==> src/rtl/mips_pkg.sv <==
// mips_pkg: shared immediate-extension modes and default operand source indices
package mips_pkg;
   localparam logic [1:0] EXT_SIGN  = 2'd0;
   localparam logic [1:0] EXT_ZERO  = 2'd1;
   localparam logic [1:0] EXT_SHL2  = 2'd2;
   localparam logic [1:0] EXT_UPPER = 2'd3;
   localparam int SRC_B     = 0;
   localparam int SRC_CONST = 1;
   localparam int SRC_IMM   = 2;
   localparam int SRC_ADDR  = 3;
endpackage

==> src/rtl/operand_skid_buffer.sv <==
// operand_skid_buffer: two-entry valid/ready register slice (output register plus one skid entry)
module operand_skid_buffer #(
   parameter int WIDTH = 32
) (
   input  logic             clk,
   input  logic             reset_n,
   input  logic             i_valid,
   output logic             o_ready,
   input  logic [WIDTH-1:0] i_data,
   output logic             o_valid,
   input  logic             i_ready,
   output logic [WIDTH-1:0] o_data
);
   logic             r_out_valid;
   logic             r_skid_full;
   logic [WIDTH-1:0] r_out_data;
   logic [WIDTH-1:0] r_skid_data;
   logic             w_in_xfer;
   logic             w_load_out;
   assign w_in_xfer  = i_valid && !r_skid_full;
   assign w_load_out = !r_out_valid || i_ready;
   assign o_ready    = !r_skid_full;
   assign o_valid    = r_out_valid;
   assign o_data     = r_out_data;
   // output register refills from skid first (FIFO order); new data parks in skid only while output stalls
   always_ff @(posedge clk or negedge reset_n) begin
      if (!reset_n) begin
         r_out_valid <= 1'b0;
         r_skid_full <= 1'b0;
         r_out_data  <= '0;
         r_skid_data <= '0;
      end else if (w_load_out) begin
         r_out_valid <= r_skid_full || w_in_xfer;
         r_out_data  <= r_skid_full ? r_skid_data : w_in_xfer ? i_data : r_out_data;
         r_skid_full <= 1'b0;
      end else if (w_in_xfer) begin
         r_skid_full <= 1'b1;
         r_skid_data <= i_data;
      end
   end
endmodule

==> src/rtl/alu_operand_select_pipe.sv <==
// alu_operand_select_pipe: registered ALU source-B operand select with immediate extension and skid buffer
module alu_operand_select_pipe
   import mips_pkg::*;
#(
   parameter  int          WIDTH     = 32,
   parameter  int          NUM_SRC   = 4,
   localparam int          SEL_W     = $clog2(NUM_SRC),
   parameter  int          IMM_W     = 16,
   parameter  int          CONST_IDX = SRC_CONST,
   parameter  int unsigned CONST_VAL = 4,
   parameter  int          EXT_IDX   = SRC_IMM
) (
   input  logic                     clk,
   input  logic                     reset_n,
   input  logic                     in_valid,
   output logic                     in_ready,
   input  logic [SEL_W-1:0]         sel,
   input  logic [NUM_SRC*WIDTH-1:0] src_bus,
   input  logic [IMM_W-1:0]         imm,
   input  logic [1:0]               ext_mode,
   output logic                     out_valid,
   input  logic                     out_ready,
   output logic [WIDTH-1:0]         out_data,
   output logic                     err_sel
);
   localparam logic [SEL_W-1:0] L_CONST_SEL = SEL_W'(CONST_IDX);
   localparam logic [SEL_W-1:0] L_EXT_SEL   = SEL_W'(EXT_IDX);
   localparam logic [WIDTH-1:0] L_CONST_VAL = WIDTH'(CONST_VAL);
   logic [WIDTH-1:0] w_slice;
   logic [WIDTH-1:0] w_sext;
   logic [WIDTH-1:0] w_zext;
   logic [WIDTH-1:0] w_upper;
   logic [WIDTH-1:0] w_ext;
   logic [WIDTH-1:0] w_sel_data;
   logic             w_bad;
   logic             w_in_ready;
   logic             r_err_sel;
   assign w_bad    = 32'(sel) >= 32'(NUM_SRC);
   assign w_slice  = WIDTH'(src_bus >> (32'(sel) * 32'(WIDTH)));
   assign w_sext   = {{(WIDTH-IMM_W){imm[IMM_W-1]}}, imm};
   assign w_zext   = {{(WIDTH-IMM_W){1'b0}}, imm};
   assign w_upper  = {imm, {(WIDTH-IMM_W){1'b0}}};
   assign in_ready = w_in_ready;
   assign err_sel  = r_err_sel;
   // extend the immediate, then pick the operand; out-of-range selects yield zero
   always_comb begin
      w_ext      = ext_mode == EXT_SIGN ? w_sext :
                   ext_mode == EXT_ZERO ? w_zext :
                   ext_mode == EXT_SHL2 ? (w_sext << 2) : w_upper;
      w_sel_data = w_bad                ? '0 :
                   sel == L_CONST_SEL   ? L_CONST_VAL :
                   sel == L_EXT_SEL     ? w_ext : w_slice;
   end
   // sticky error: any accepted out-of-range select latches until reset
   always_ff @(posedge clk or negedge reset_n) begin
      if (!reset_n) r_err_sel <= 1'b0;
      else if (in_valid && w_in_ready && w_bad) r_err_sel <= 1'b1;
   end
   operand_skid_buffer #(.WIDTH(WIDTH)) u_skid (
      .clk     (clk),
      .reset_n (reset_n),
      .i_valid (in_valid),
      .o_ready (w_in_ready),
      .i_data  (w_sel_data),
      .o_valid (out_valid),
      .i_ready (out_ready),
      .o_data  (out_data)
   );
endmodule

==> config.mk <==
export PLATFORM = sky130hd
export DESIGN_NAME = alu_operand_select_pipe
export DESIGN_NICKNAME = d
export VERILOG_FILES = /design/src/rtl/mips_pkg.sv /design/src/rtl/operand_skid_buffer.sv /design/src/rtl/alu_operand_select_pipe.sv
export SDC_FILE = /design/constraint.sdc
export NUM_CORES = 1
export LEC_CHECK = 0
export CAP_MARGIN = 20
export CORE_UTILIZATION = 60
export CTS_BUF_LIST = sky130_fd_sc_hd__clkbuf_4 sky130_fd_sc_hd__clkbuf_8
export CTS_CLUSTER_DIAMETER = 150
export DETAILED_ROUTE_END_ITERATION = 12
export DONT_BUFFER_PORTS = 1
export PLACE_DENSITY = 0.85
export SLEW_MARGIN = 20
export SYNTH_ARGS = -nofsm -noshare
export SYNTH_HDL_FRONTEND = slang
export SYNTH_HIERARCHICAL = 1
export SYNTH_SLANG_ARGS = --single-unit
==> constraint.sdc <==
create_clock -name clk -period 1.6 [get_ports clk]
set_clock_uncertainty 0.2 [all_clocks]
set_input_delay 0.16 -clock clk [delete_from_list [all_inputs] [get_ports clk]]
set_output_delay 0.16 -clock clk [all_outputs]
set_load 0.02 [all_outputs]
==> results.yml, run 1 <==
critical_path:
  r2r_slack_ns: -0.07
  cp.required_ns: 1.62
  r2r.worst_path.cells: 5
  start_kind: "flip-flop"
  r2r-end: "u_skid/o_data[2]"
  critPathMaxFanout: 16
  crit_type: "flip-flop to flip-flop"
  end_kind: "flip-flop"
  worstPathArrival_ns: 1.69
  r2r_start: "u_skid/r_skid_full"
grt:
  antenna_found_initial: 1
  track_usage_pct: 31.40
  grt_pass1_vias: 3201
  grt_max_degree: 67
  grt_overflow: 0
  grt_pass1_wl_mm: 16.75
yosys:
  synth_top_area_share_pct: 41.98
  synth_fa_ha_area_share_pct: 0
  synth_mux_area_share_pct: 27.96
  synth_area_leaders: "dfrtp_1 (42%), mux2_2 (27%), buf_6 (4.3%), a32o_1 (3.6%), o21ai_0 (3.6%)"
  yosysSeqAreaShare_pct: 41.98
  synthXorXnorAreaFrac_pct: 0
  synth_flop_cell: "dfrtp_1"
  ys_seq_elements: 66
  synth_area_leader_cell: "dfrtp_1"
  synth_cell_type_count: 32
  synth_edf_count: 0
  syn-cell-area_um2: 3934
  async_flop_share_pct: 100.0
  yosys_warnings: 6
  synth_top_family_by_area: "multiplexers"
  yosys.area_share.simple_pct: 9.606
  synth_compound_area_share_pct: 12.60
  syn_nets: 489
  synth_common_cells: "mux2_2 (95), dfrtp_1 (66), o21ai_0 (28)"
  synth_most_common_cell: "mux2_2"
  avgSynthCellArea_um2: 11.67
  synthCells: 337
drt:
  ant_nets: 0
  drt_iter0_markers: 192
  drtPass1Iterations: 4
  avgRoutedWirePerCell_um: 22.95
  vias: 2988
  viasPerCell: 6.553
  drc: 0
  routed_wl_mm: 10.47
timing:
  slew_violations: 0
  period_share_pct: 104.5
  min_period_ns: 1.671
  fmax_mhz: 598.3
  whs_ns: -0.6920
  relSlewSlack_pct: 51.60
  worstMarginPinSlew_ns: 0.7169
  finalSetupViolCount: 64
  grt_setup_unrepaired: "true"
  setup_slack_ns: -0.07129
  hold_viol_final: 80
die:
  io-pin-count: 187
  start_util_pct: 61.95
  fp.coreArea_um2: 6350
  dieWidth_um: 82.97
  die_h_um: 82.97
  fp-row-count: 29
  die_area_um2: 6884
placed_design:
  place_ws_ns: -0.1973
  dp_hpwl_mm: 6.604
  place_congestion: 0.8769
  dp.cells: 408
  io_buffers: 0
power:
  vdd_drop_max_mv: 0.8118
  finalPower_uw: 5122
  p_leak_uw: 0.002066
  power_per_cell_area_nw_per_um2: 1075
cts:
  clkLatencyLatePin_ns: 0.34
  cts_sinks: 66
  cts_root_buf: "clkbuf_8"
  cts_tree: "built"
  cts_max_level: 3
  cts.clk_slew.worst_paths_ns: 0.07
  cts_buffers: 9
  post_cts_hold_buffer_count: 28
  cts_buffer_depth: 2
status:
  status: "finished with violations"
  violations: "negative hold slack, negative setup slack"
min_path:
  hold_class: "input port to asynchronous set/reset pin"
cells_and_area:
  layout-drive-gt1-share_pct: 43.80
  fin_util_pct: 75.05
  fin_nets: 527
  area_growth_pct: 21.15
  fill_cells: 430
  fin_cells: 456
  num_antenna_cells: 0
job:
  drv_cap: 0
-- registers in the layout, summed over array words and instances (netlist names) --
signal              count
u_skid/r_skid_data     32
u_skid/o_data          32
u_skid/o_valid          1
u_skid/r_skid_full      1
-- cells by family (layout without fill, tap and decap cells) --
| kind of cell | count (synthesis) | count (layout) |
|---|---|---|
| AO/OA/AOI/OAI | 67 | 67 |
| buffers and inverters | 39 | 81 |
| AND/OR/NAND/NOR | 67 | 67 |
| other | 1 | 1 |
| multiplexers | 97 | 97 |
| flip-flops | 66 | 66 |
-- per-layer routing --
| metal | global-route usage (%) | wire length (µm) | vias up |
|---|---|---|---|
| met5 | 0 | 14 | - |
| met3 | 7.455 | 668 | 24 |
| met2 | 52.61 | 5305 | 121 |
| met1 | 39.06 | 4288 | 1521 |
| met4 | 12.85 | 190 | 2 |
| li1 | - | - | 1320 |
-- through the flow --
| stage | area [µm²] | setup TNS [ns] |
|---|---|---|
| detailed placement | 4177 | -4.390 |
| floorplan | 4106 | -1.293 |
| global route | 4766 | -6.780 |
| global placement | 4177 | -3.231 |
| CTS | 4716 | -2.122 |
| finish | 4766 | -3.107 |
-- worst max-delay path by stage --
stage,startpoint,to,slack (ns),depth (start not counted)
6_report,u_skid/r_skid_full,u_skid/o_data[2],-0.07,5
5_1_grt,u_skid/r_skid_full,u_skid/r_skid_data[20],-0.14,4
4_1_cts,u_skid/r_skid_full,u_skid/o_data[4],-0.05,5
3_5_place_dp,ext_mode[1],u_skid/o_data[23],-0.20,5
3_3_place_gp,ext_mode[1],u_skid/o_data[23],-0.15,5
2_1_floorplan,ext_mode[0],u_skid/o_data[16],-0.05,6
-- worst max-delay path, stage by stage, from the launching register on --
cell and delay (ns):
dfrtp_2 0.46, buf_4 0.15, nor2_4 0.04, nor2b_4 0.16, buf_12 0.17, mux2_2 0.35
-- placed cells by master (no fill, tap or decap), types with 2 or more instances in the layout --
cell	count
a221oi_1	4
a221oi_2	9
a22o_1	4
a32o_1	14
buf_12	6
buf_4	21
buf_6	2
clkbuf_16	2
clkbuf_4	2
clkbuf_8	10
clkinv_2	2
dfrtp_1	64
dfrtp_2	2
dlygate4sd3_1	28
inv_1	5
mux2_2	64
mux2_4	33
nand2_1	16
nand2b_1	14
nand2b_4	2
nand3_1	25
nor2_1	3
nor2b_4	2
o21ai_0	19
o21ai_1	9
-- area by class of cell --
type | instances | area, µm² | share of cell area, %
repair buffers | 60 | 658.1 | 13.81
multi-input cells | 232 | 2165 | 45.42
clock buffers | 12 | 152.6 | 3.203
well taps | 77 | 96.34 | 2.022
flip-flops and latches | 66 | 1654 | 34.71
clock inverters | 3 | 17.52 | 0.3676
inverters | 6 | 22.52 | 0.4726
-- report_power, final --
part           switching (µW)  total (µW)  leakage [µW]  internal, µW
sequential                529        2620      0.000820          2090
combinational             427        1260       0.00116           835
clock                     618        1240     0.0000891           626
-- repair_timing --
action / CTS / global route
endpoints found under the setup margin: 64 / 64
gates cloned: 1 / 2
endpoints found under the hold margin: 93 / 80
buffers inserted: 2 / 0
pin swaps: 1 / 0
gates resized for setup: 14 / 0
No activity file was read; power rests on OpenSTA's default activity.
==> run 2, diff against run 1 <==
--- a/config.mk
+++ b/config.mk
@@ -6,6 +6,7 @@
 export NUM_CORES = 1
 export LEC_CHECK = 0
 export CAP_MARGIN = 20
+export CORE_ASPECT_RATIO = 0.5
 export CORE_UTILIZATION = 60
 export CTS_BUF_LIST = sky130_fd_sc_hd__clkbuf_4 sky130_fd_sc_hd__clkbuf_8
 export CTS_CLUSTER_DIAMETER = 150
@@ -17,3 +18,4 @@
 export SYNTH_HDL_FRONTEND = slang
 export SYNTH_HIERARCHICAL = 1
 export SYNTH_SLANG_ARGS = --single-unit
+export TNS_END_PERCENT = 30
==> run 2 against run 1 <==
Against the previous run:
- the flow still finishes with violations (negative hold slack, negative setup slack)
- global-route usage shrank 0.15 points
- worst setup slack gained 0.014 ns
- clock power grew 10%
- first-iteration DRC count grew 31%
- sequential share of layout area grew 1.5 points
- sequential power is essentially flat
- cell count shrank 0.22%
- power grew 0.85%
- flip-flop and latch count is the same
- largest power group unchanged
- wire length shrank 1.3%
- register-to-register slack is essentially flat
==> results.yml, run 2 (synthesis results as in run 1) <==
timing:
  finalSetupViolCount: 52
  setup_slack_ns: -0.05768
  fmax_mhz: 603.3
  period_share_pct: 103.6
  grt_setup_unrepaired: "true"
  relSlewSlack_pct: 54.09
  slew_violations: 0
  whs_ns: -0.6918
  worstMarginPinSlew_ns: 0.6870
  setup_tns_ns: -1.318
  hold_viol_final: 78
  min_period_ns: 1.658
critical_path:
  cp.required_ns: 1.62
  r2r-end: "u_skid/o_data[10]"
  r2r_start: "u_skid/r_skid_full"
  end_kind: "flip-flop"
  start_kind: "flip-flop"
  crit_type: "flip-flop to flip-flop"
  r2r.worst_path.cells: 5
  critPathMaxFanout: 18
  r2r_slack_ns: -0.06
  worstPathArrival_ns: 1.68
cells_and_area:
  num_antenna_cells: 0
  fin_nets: 514
  fin_util_pct: 73.53
  area_growth_pct: 16.00
  postLayoutCellArea_um2: 4563
  final_common_cell: "mux2_2"
  layout-drive-gt1-share_pct: 39.78
  mostFrequentLayoutCells: "mux2_2 (77), dfrtp_1 (64), dlygate4sd3_1 (29), nand3_1 (25), o21ai_0 (23)"
grt:
  grt_overflow: 0
  track_usage_pct: 31.25
  grt_pass1_wl_mm: 15.67
  grt_max_degree: 67
  antenna_found_initial: 0
  grt_pass1_vias: 2880
power:
  p_leak_uw: 0.001941
  vdd_drop_max_mv: 0.6483
  finalPower_uw: 5166
  power_per_cell_area_nw_per_um2: 1132
drt:
  drc: 0
  ant_nets: 0
  routed_wl_mm: 10.33
  avgRoutedWirePerCell_um: 22.71
  drt_iter0_markers: 252
  drtPass1Iterations: 4
  viasPerCell: 6.514
  vias: 2964
cts:
  cts_setup_buffers: 0
  cts_sinks: 66
  cts_root_buf: "clkbuf_8"
  post_cts_hold_buffer_count: 29
  cts_tree: "built"
  cts_buffers: 9
  cts.clk_slew.worst_paths_ns: 0.07
  clkLatencyLatePin_ns: 0.34
  cts_buffer_depth: 2
  cts_max_level: 3
min_path:
  hold_class: "input port to asynchronous set/reset pin"
die:
  die_area_um2: 6904
  start_util_pct: 63.39
  fp.coreArea_um2: 6206
  io-pin-count: 187
  dieWidth_um: 116.5
  fp-row-count: 20
  die_h_um: 59.26
job:
  drv_cap: 0
placed_design:
  place_congestion: 0.8785
  io_buffers: 0
  dp_hpwl_mm: 6.742
  placed_area_um2: 4055
status:
  status: "finished with violations"
  violations: "negative hold slack, negative setup slack"
-- run 2: changes by cell type in the layout (fill, tap and decap cells not counted), moves of 8 or more --
cell      delta
mux2_2      +13
a221oi_1     +8
a221oi_2     -8
buf_4       -11
mux2_4      -13
-- run 2: repair_timing --
| item | 4_1_cts | 5_1_grt |
|---|---|---|
| endpoints found under the setup margin | 62 | 65 |
| hold endpoints to repair | 98 | 80 |
| gates resized for setup | 3 | 5 |
-- run 2: worst max path at each step --
stage | to | startpoint | cells past startpoint
after CTS | u_skid/o_data[6] | u_skid/r_skid_full | 5
after detailed placement | u_skid/o_data[6] | sel[1] | 5
after floorplan | u_skid/o_data[16] | ext_mode[0] | 6
final | u_skid/o_data[10] | u_skid/r_skid_full | 5
after global routing | u_skid/r_skid_data[9] | u_skid/o_valid | 4
after global placement | u_skid/o_data[7] | sel[1] | 5
-- run 2: layout make-up --
type                       count  area (µm²)
sequential                    66        1654
multi-input combinational    232        2071
inverter                       6       22.52
fill                         411        1643
timing repair buffer          47       516.7
clock inverter                 6       57.56
clock buffer                  10       131.4
tap                           88       110.1
-- run 2: worst max-delay path: stages (launching register included) --
cell	delay [ns]
dfrtp_2	0.42
buf_4	0.14
nor2_4	0.04
nor2b_4	0.18
buf_12	0.19
mux2_2	0.36
-- run 2: metal layers --
metal  routed length, µm  track usage (%)
met4                 201            11.36
met5                   0                0
met2                4887            50.21
met3                 991            9.816
met1                4253            40.20
-- run 2: metrics by stage --
step | instances | setup WS, ns
after floorplan | 337 | -0.04922
after global placement | 410 | -0.2136
after detailed placement | 410 | -0.3541
after CTS | 455 | -0.05284
after global routing | 455 | -0.08921
final | 455 | -0.05768
-- run 2: power by group --
part           total (µW)  internal [µW]  switching, µW
Clock                1370            726            644
Combinational        1170            743            424
Sequential           2630           2090            542
Total                5170           3560           1610
==> run 3, diff against run 2 <==
--- a/config.mk
+++ b/config.mk
@@ -5,17 +5,17 @@
 export SDC_FILE = /design/constraint.sdc
 export NUM_CORES = 1
 export LEC_CHECK = 0
-export CAP_MARGIN = 20
+export CELL_PAD_IN_SITES_DETAIL_PLACEMENT = 1
+export CELL_PAD_IN_SITES_GLOBAL_PLACEMENT = 1
 export CORE_ASPECT_RATIO = 0.5
-export CORE_UTILIZATION = 60
+export CORE_UTILIZATION = 43
 export CTS_BUF_LIST = sky130_fd_sc_hd__clkbuf_4 sky130_fd_sc_hd__clkbuf_8
 export CTS_CLUSTER_DIAMETER = 150
 export DETAILED_ROUTE_END_ITERATION = 12
 export DONT_BUFFER_PORTS = 1
-export PLACE_DENSITY = 0.85
+export PLACE_DENSITY = 0.84
 export SLEW_MARGIN = 20
 export SYNTH_ARGS = -nofsm -noshare
 export SYNTH_HDL_FRONTEND = slang
-export SYNTH_HIERARCHICAL = 1
 export SYNTH_SLANG_ARGS = --single-unit
 export TNS_END_PERCENT = 30
==> run 3 against run 2 <==
Against the previous run:
- the flow still finishes with violations (negative hold slack, negative setup slack)
- synthesized area is 5.6% lower
- largest power group unchanged
- highest routed layer unchanged
- critical path depth did not move
- power up 11%
- die area increased by 31%
- global-route usage increased by 4.8 points
- combinational power is 11% higher
- final area is 6.7% higher
- count of clock-buffer cells in the layout is the same
==> results.yml, run 3 <==
status:
  status: "finished with violations"
  violations: "negative hold slack, negative setup slack"
min_path:
  hold_class: "input port to asynchronous set/reset pin"
cts:
  cts.clk_slew.worst_paths_ns: 0.09
  cts_sinks: 66
  cts_buffers: 9
  cts_tree: "built"
  clkLatencyLatePin_ns: 0.36
  cts_root_buf: "clkbuf_8"
  cts_buffer_depth: 2
  cts_max_level: 3
grt:
  track_usage_pct: 36.06
  grt_overflow: 0
  grt_pass1_vias: 3963
  grt_max_degree: 67
  antenna_found_initial: 0
  grt_pass1_wl_mm: 23.59
yosys:
  synth_cell_type_count: 44
  syn-cell-area_um2: 3714
  async_flop_share_pct: 100.0
  ys_seq_elements: 66
  synth_most_common_cell: "dfrtp_1"
  synthXorXnorAreaFrac_pct: 0
  synth_common_cells: "dfrtp_1 (66), a21oi_1 (33), nor2_1 (24)"
  synth_top_family_by_area: "compound AO/OA/AOI/OAI gates"
  yosys_warnings: 0
  yosys.area_share.simple_pct: 12.13
  yosysSeqAreaShare_pct: 44.47
  synth_compound_area_share_pct: 37.20
  synth_area_leaders: "dfrtp_1 (44%), a21oi_1 (4.4%), a22oi_1 (4.0%), a221oi_2 (3.2%), a2bb2oi_2 (3.2%)"
  synth_fa_ha_area_share_pct: 0
  synth_flop_cell: "dfrtp_1"
  synth_area_leader_cell: "dfrtp_1"
  synth_mux_area_share_pct: 0
  synthCells: 382
  synth_top_area_share_pct: 44.47
  syn_nets: 534
  avgSynthCellArea_um2: 9.721
  synth_edf_count: 0
drt:
  viasPerCell: 6.790
  routed_wl_mm: 16.56
  drc: 0
  drt_iter0_markers: 462
  vias: 3789
  drtPass1Iterations: 5
  avgRoutedWirePerCell_um: 29.67
  ant_nets: 0
placed_design:
  io_buffers: 0
  place_congestion: 0.8274
  dp_hpwl_mm: 8.798
  place_ws_ns: -0.009684
  dp.cells: 477
die:
  die_h_um: 67.71
  dieWidth_um: 133.4
  die_area_um2: 9034
  fp-row-count: 23
  start_util_pct: 45.44
  io-pin-count: 187
  fp.coreArea_um2: 8173
timing:
  whs_ns: -0.7302
  hold_viol_final: 66
  slew_violations: 0
  period_share_pct: 104.9
  grt_setup_unrepaired: "true"
  finalSetupViolCount: 12
  setup_slack_ns: -0.07801
  fmax_mhz: 595.9
  min_period_ns: 1.678
critical_path:
  critPathMaxFanout: 7
  r2r_slack_ns: -0.08
  worstPathArrival_ns: 1.74
  cp.required_ns: 1.66
  crit_type: "flip-flop to flip-flop"
  end_kind: "flip-flop"
  start_kind: "flip-flop"
power:
  swShare_pct: 35.26
  power.share.clock_pct: 32.1
  vdd_drop_max_mv: 0.5602
  p_leak_uw: 0.002042
  p_sw_uw: 2015
  seq_power_share_pct: 45.2
  power.share.combinational_pct: 22.7
  power_per_cell_area_nw_per_um2: 1174
  p_int_uw: 3701
cells_and_area:
  layout-drive-gt1-share_pct: 22.87
  seqCellArea_um2: 1653
  fin_nets: 593
  fin_cells: 558
  fill_cells: 881
  area_growth_pct: 31.13
  multi_input_area_um2: 1929
  fin_util_pct: 59.58
  mostFrequentLayoutCells: "dfrtp_1 (65), dlygate4sd3_1 (58), a21oi_1 (27), nor2_1 (22), nand2_1 (22)"
  final_common_cell: "dfrtp_1"
  num_antenna_cells: 0
job:
  drv_cap: 0
[run 3: area by class of cell]
class / instances / area share, %
tap: 112 / 2.878
clock buffer: 10 / 2.826
timing repair buffer: 85 / 18.01
multi-input combinational: 274 / 39.62
clock inverter: 6 / 2.338
inverter: 5 / 0.3854
sequential: 66 / 33.94
[run 3: critical path, stage by stage, from the launching register on]
cell	delay, ns
dfrtp_2	0.49
buf_6	0.17
nor3b_4	0.27
buf_6	0.19
nor2_1	0.05
a21oi_1	0.20
[run 3: repair_timing]
action / in CTS / in global routing
hold buffers: 61 / 1
hold endpoints to repair: 132 / 67
gates cloned: 0 / 1
pin swaps: 0 / 1
setup endpoints to repair: 5 / 51
gates resized for setup: 1 / 32
setup buffers: 0 / 2
[run 3: path summary, 6_finish.rpt]
kind,from,end,depth (start not counted)
worst min register to register,u_skid.r_skid_data[22],u_skid.r_skid_data[22],1
worst max-delay path,u_skid.r_skid_full,u_skid.r_skid_data[7],5
worst max register to register,u_skid.r_skid_full,u_skid.r_skid_data[7],5
worst min-delay path,reset_n,u_skid.o_data[4],0
max in group asynchronous,reset_n,u_skid.o_data[6],0
min in group clk,imm[1],u_skid.r_skid_data[17],3
[run 3: per-stage QoR]
step                       TNS (ns)  cell area, µm²  power, µW
after floorplan             -0.4559            3715       3198
after global placement            0            3859       3384
after detailed placement  -0.009684            3859       3495
after CTS                         0            4728       5429
after global routing        -0.5722            4870       5880
final                       -0.3492            4870       5716
[run 3: routing by layer]
metal / GRT usage (%) / wire length, µm / up-vias
met5: 0 / 0 / -
li1: - / - / 1534
met1: 42.47 / 6405 / 1908
met4: 18.75 / 714 / 0
met3: 10.81 / 1619 / 78
met2: 61.26 / 7819 / 269
[run 3: power groups by stage]
stage | clock (µW) | combinational (µW) | sequential, µW
after floorplan | 0 | 748 | 2450
after global placement | 0 | 869 | 2510
after detailed placement | 0 | 947 | 2550
after CTS | 1790 | 1120 | 2520
after global routing | 1900 | 1380 | 2610
final | 1830 | 1300 | 2580
[run 3: cell families (layout without fill, tap and decap cells)]
logic type / count (synthesis) / in the layout
other: 1 / 1
flip-flops: 66 / 66
AND/OR/NAND/NOR: 86 / 86
buffers and inverters: 42 / 106
AO/OA/AOI/OAI: 187 / 187
